`config.mk`:
```
export PLATFORM = sky130hd
export DESIGN_NAME = deserializer_sipo
export DESIGN_NICKNAME = d
export VERILOG_FILES = /design/src/rtl/deserializer_pkg.sv /design/src/rtl/sipo_shift_reg.sv /design/src/rtl/deserializer_sipo.sv
export SDC_FILE = /design/constraint.sdc
export NUM_CORES = 1
export LEC_CHECK = 0
export ABC_AREA = 1
export CORE_UTILIZATION = 40
export DETAILED_ROUTE_END_ITERATION = 7
export GPL_TIMING_DRIVEN = 0
export PLACE_DENSITY = 0.66
export SLEW_MARGIN = 25
export SYNTH_ARGS = -nofsm -noshare
export SYNTH_HDL_FRONTEND = slang
export SYNTH_SLANG_ARGS = --single-unit
```
`constraint.sdc`:
```
create_clock -name clk -period 1.45 [get_ports clk]
set_input_delay 0.29 -clock clk [delete_from_list [all_inputs] [get_ports clk]]
set_output_delay 0.29 -clock clk [all_outputs]
set_load 0.02 [all_outputs]
```
`src/rtl/deserializer_pkg.sv`:
```
// deserializer_pkg: shared types and constants for the SIPO deserializer.
//   state_t        - receive FSM state (IDLE / SHIFT)
//   DATA_WIDTH_DEF - default parallel word width
//   CNT_W          - bit-counter width; covers a 32-bit word plus a parity bit
package deserializer_pkg;
  typedef enum logic {IDLE = 1'b0, SHIFT = 1'b1} state_t;

  localparam int DATA_WIDTH_DEF = 8;
  localparam int CNT_W          = 6;
endpackage

```
`src/rtl/sipo_shift_reg.sv`:
```
// sipo_shift_reg: MSB-first shift register plus bit counter for one frame.
//   clk, rst_n : clock, async active-low reset
//   i_start    : sample i_bit as the first bit of a new frame (count -> 1)
//   i_adv      : sample i_bit as a continuation bit
//   i_bit      : serial data bit
//   o_word     : frame bits received so far, latest bit in the LSB
//   o_last     : i_adv is sampling the final bit of the frame
module sipo_shift_reg
  import deserializer_pkg::*;
#(
  parameter int FRAME_LEN = DATA_WIDTH_DEF
) (
  input  logic                 clk,
  input  logic                 rst_n,
  input  logic                 i_start,
  input  logic                 i_adv,
  input  logic                 i_bit,
  output logic [FRAME_LEN-1:0] o_word,
  output logic                 o_last
);
  logic [FRAME_LEN-1:0] r_sreg;
  logic [CNT_W-1:0]     r_cnt;

  assign o_word = r_sreg;
  assign o_last = i_adv && (r_cnt == CNT_W'(FRAME_LEN - 1));

  always_ff @(posedge clk or negedge rst_n) begin
    if (!rst_n) begin
      r_sreg <= '0;
      r_cnt  <= '0;
    end else if (i_start) begin
      // a restart throws away whatever partial word was held
      r_sreg <= FRAME_LEN'(i_bit);
      r_cnt  <= CNT_W'(1);
    end else if (i_adv) begin
      r_sreg <= {r_sreg[FRAME_LEN-2:0], i_bit};
      r_cnt  <= o_last ? '0 : r_cnt + CNT_W'(1);
    end
  end
endmodule

```
`src/rtl/deserializer_sipo.sv`:
```
// deserializer_sipo: serial-in / parallel-out deserializer with a one-word
// output buffer, valid/ready handshake and a sticky overrun flag.
// Optional feature macro PARITY_CHECK_EN: each frame carries one trailing
// even-parity bit; parity_err reports its check alongside data_out.
//   clk, rst_n  : clock, async active-low reset
//   srl_in      : serial data, sampled when shift=1
//   shift       : bit strobe
//   frame_start : sampled bit is the MSB of a new frame
//   out_ready   : consumer takes data_out
//   clr_ovr     : clear overrun
//   data_out    : assembled word        out_valid : data_out unconsumed
//   busy        : frame in progress     overrun   : sticky dropped-word flag
//   parity_err  : parity status of data_out (0 without PARITY_CHECK_EN)
module deserializer_sipo
  import deserializer_pkg::*;
#(
  parameter int DATA_WIDTH = DATA_WIDTH_DEF
) (
  input  logic                  clk,
  input  logic                  rst_n,
  input  logic                  srl_in,
  input  logic                  shift,
  input  logic                  frame_start,
  input  logic                  out_ready,
  input  logic                  clr_ovr,
  output logic [DATA_WIDTH-1:0] data_out,
  output logic                  out_valid,
  output logic                  busy,
  output logic                  overrun,
  output logic                  parity_err
);
`ifdef PARITY_CHECK_EN
  localparam int FRAME_LEN = DATA_WIDTH + 1;
`else
  localparam int FRAME_LEN = DATA_WIDTH;
`endif

  state_t                r_state;
  logic                  r_done;   // frame completed on the previous edge
  logic [DATA_WIDTH-1:0] r_data;
  logic                  r_valid;
  logic                  r_ovr;

  logic                 w_start;
  logic                 w_adv;
  logic                 w_last;
  logic [FRAME_LEN-1:0] w_word;
  logic [DATA_WIDTH-1:0] w_data;

  assign w_start = shift && frame_start;
  assign w_adv   = shift && !frame_start && (r_state == SHIFT);

  sipo_shift_reg #(.FRAME_LEN(FRAME_LEN)) u_sreg (
    .clk     (clk),
    .rst_n   (rst_n),
    .i_start (w_start),
    .i_adv   (w_adv),
    .i_bit   (srl_in),
    .o_word  (w_word),
    .o_last  (w_last)
  );

`ifdef PARITY_CHECK_EN
  logic r_perr;
  logic w_perr;
  assign w_data     = w_word[FRAME_LEN-1:1];
  assign w_perr     = ^w_word;  // data bits XOR parity bit
  assign parity_err = r_perr;

  always_ff @(posedge clk or negedge rst_n) begin
    if (!rst_n)
      r_perr <= 1'b0;
    else if (r_done && (!r_valid || out_ready))
      r_perr <= w_perr;
  end
`else
  assign w_data     = w_word;
  assign parity_err = 1'b0;
`endif

  // The completed word sits in the shift register for the cycle after its
  // last bit; a restart on that edge only changes the register afterwards.
  always_ff @(posedge clk or negedge rst_n) begin
    if (!rst_n) begin
      r_state <= IDLE;
      r_done  <= 1'b0;
      r_data  <= '0;
      r_valid <= 1'b0;
      r_ovr   <= 1'b0;
    end else begin
      r_done <= w_last;

      if (w_start)     r_state <= SHIFT;
      else if (w_last) r_state <= IDLE;

      if (r_done && (!r_valid || out_ready)) begin
        r_data  <= w_data;
        r_valid <= 1'b1;
      end else if (r_valid && out_ready) begin
        r_valid <= 1'b0;
      end

      // a new drop wins over a simultaneous clear
      if (r_done && r_valid && !out_ready) r_ovr <= 1'b1;
      else if (clr_ovr)                    r_ovr <= 1'b0;
    end
  end

  assign data_out  = r_data;
  assign out_valid = r_valid;
  assign busy      = (r_state == SHIFT);
  assign overrun   = r_ovr;
endmodule
```
==> results of run 1 <==
[metrics by stage]
stage          setup TNS (ns)  hold WS [ns]  worst slack (ns)
6_report                    0         0.476             0.102
4_1_cts                     0         0.494            0.0860
5_1_grt                     0         0.526            0.0496
3_5_place_dp           -0.567         0.315            -0.119
3_3_place_gp            -5.19         0.468            -0.188
2_1_floorplan               0      -0.00559             0.322
[flip-flops by register name, summed over array words and instances (netlist names)]
register	count
overrun	1
data_out	8
r_done	1
busy	1
u_sreg.r_cnt	6
u_sreg.o_word	8
out_valid	1
[report_power, final]
group          leakage (nW)  switching [mW]  internal (mW)  total [mW]
clock network        0.0279           0.205          0.279       0.484
registers             0.351          0.0400          0.771       0.811
logic                 0.317           0.114         0.0820       0.196
total                 0.696           0.359           1.13        1.49
[final timing paths]
| kind | to | startpoint | cells after the start |
|---|---|---|---|
| min in group clk | data_out[3] | data_out[3] | 2 |
| hold / removal | data_out[5] | rst_n | 2 |
| setup reg to reg | u_sreg.r_cnt[0] | u_sreg.r_cnt[1] | 6 |
| max in group asynchronous | u_sreg.o_word[1] | rst_n | 2 |
| hold reg to reg | data_out[3] | data_out[3] | 2 |
| setup / recovery | busy | busy | 1 |
[routing by layer]
| layer | track usage | routed length, microns |
|---|---|---|
| met2 | 0.240 | 826 |
| met3 | 0.0278 | 77 |
| met1 | 0.191 | 905 |
| met4 | 0.0769 | 13 |
| met5 | 0 | 0 |
[cell usage after synthesis (all sizes together) (3+ instances only)]
cell type	count	area, sq um
dfrtp	26	651
o22ai	8	50.1
o21ai	12	60.1
nor2	7	28.8
buf	3	23.8
inv	20	75.1
nand2	30	120
nand3	8	40.0
[cells by family after synthesis]
logic type               Yosys count  share of synthesized area
adder cells (fa/ha/maj)            1                     0.0114
AND/OR/NAND/NOR                   47                      0.184
AO/OA/AOI/OAI                     22                      0.116
other                              1                    0.00343
flip-flops                        26                      0.595
buffers and inverters             23                     0.0904
[what timing repair did]
action	in CTS	in global routing
gates resized for setup	11	0
hold endpoints to repair	26	0
hold buffers	1	0
endpoints found under the setup margin	11	0
buffers inserted	0	0
[cell type report]
class	count	area (sq um)	share of cell area
plain buffers	3	23.8	0.0177
clock buffers	3	22.5	0.0167
clock inverters	1	30.0	0.0223
inverters	20	75.1	0.0558
multi-input cells	71	344	0.256
flip-flops and latches	26	651	0.484
well taps	30	37.5	0.0279
repair buffers	18	161	0.120
==> flow_summary.toml, run 1 <==
[status]
status = "finished clean"

[die]
die-area_sq_um = 2950
ios = 19
die_w_microns = 54.3
initial_utilization = 0.434
rows = 18
die_h_microns = 54.3
core_sq_um = 2520

[worst_setup_path]
end_kind = "output port"
crit_fanout = 3
slowest_delay_ns = 0.42
worst_ep_arrival_time_ns = 1.06
critPathBufInv = 1
worst-setup-path-type = "flop to output port"
r2r_setup_slack_ns = 0.19
path_cells = "dlygate4sd2_1"
critPathLaunchType = "flop"
cp.required_ns = 1.16
cp_slowest_cell = "dfrtp_1"
path_delay_family = "flip-flops"

[cts]
cts.htree.levels = 1
clockBufferDepth = 2
cts_sinks = 26
path_clk_slew_ns = 0.14
clk_latency_ns = 0.31
cts-root-buf = "clkbuf_4"
tritoncts.num_buffers = 3
cts_tree = "done"

[final_layout]
layout_common_cells = "nand2_1 (27), dfrtp_1 (26), inv_1 (20)"
utilization = 0.533
area_delta_synth_final_pct = 23.0
nets = 151
finalNonFillerCells = 172
n_fill_cell = 244
final_cell_area_sq_um = 1350
final_common_cell = "nand2_1"
diodes = 0
drive_gt1_frac = 0.0915

[route]
drt-vias-per-instance = 4.77
drt_pass1_iterations = 4
drt_wl_total_microns = 1820
drc = 0
ant_nets = 0
dr_total_vias = 821
routedWlPerCell_microns = 10.6
drt_iter0_markers = 15

[placed_design]
gp_congestion = 0.856
post_dp_cell_area_sq_um = 1300
dp_hpwl_microns = 1340
port_buffers = 17
dp_cells = 167

[sta]
setup_viol = 0
relSlewSlack = 0.630
clock.fmax_ghz = 0.742
grt_setup_unrepaired = "false"
period_share = 0.929
slew_viol_final = 0
post-route-min-period_ns = 1.35
hold_viol_final = 0
max_slew.worst_pin.slew_ns = 0.555
finalClockSkew_ns = 0.00358

[logic_synthesis]
yosys_warnings = 0
synth_edf_count = 0
synth_area_sq_um = 1090
synthFlopType = "dfrtp_1"
synth_seq_cells = 26
syn_nets = 128
syn_avg_cell_area_sq_um = 9.11
synthArstFlopShare = 1.00
yosysSeqAreaShare = 0.595
synth_cells = 120
ys_types = 19

[power]
ir_worst_vdd_v = 0.000669
p_leak_nw = 0.696
total_power_mw = 1.49
p_per_area_nw_per_um2 = 1110

[global_routing]
first_global_vias = 768
grt_max_degree = 27
antenna_found_initial = 0
grtUsageTotal = 0.149
grt_pass1_wl_microns = 3150
grt-ovfl-total = 0

[hold_path]
hold_path.class = "primary input to async pin"

[job]
max_cap_violations = 0
No activity file was read; power rests on OpenSTA's default activity.
==> inputs of run 2 (changes only) <==
--- a/config.mk
+++ b/config.mk
@@ -7,6 +7,7 @@
 export LEC_CHECK = 0
 export ABC_AREA = 1
 export CORE_UTILIZATION = 40
+export CTS_CLUSTER_DIAMETER = 120
 export DETAILED_ROUTE_END_ITERATION = 7
 export GPL_TIMING_DRIVEN = 0
 export PLACE_DENSITY = 0.66
==> results of run 2 <==
No change in the layout: final DEF, timing and power equal those of run 1.
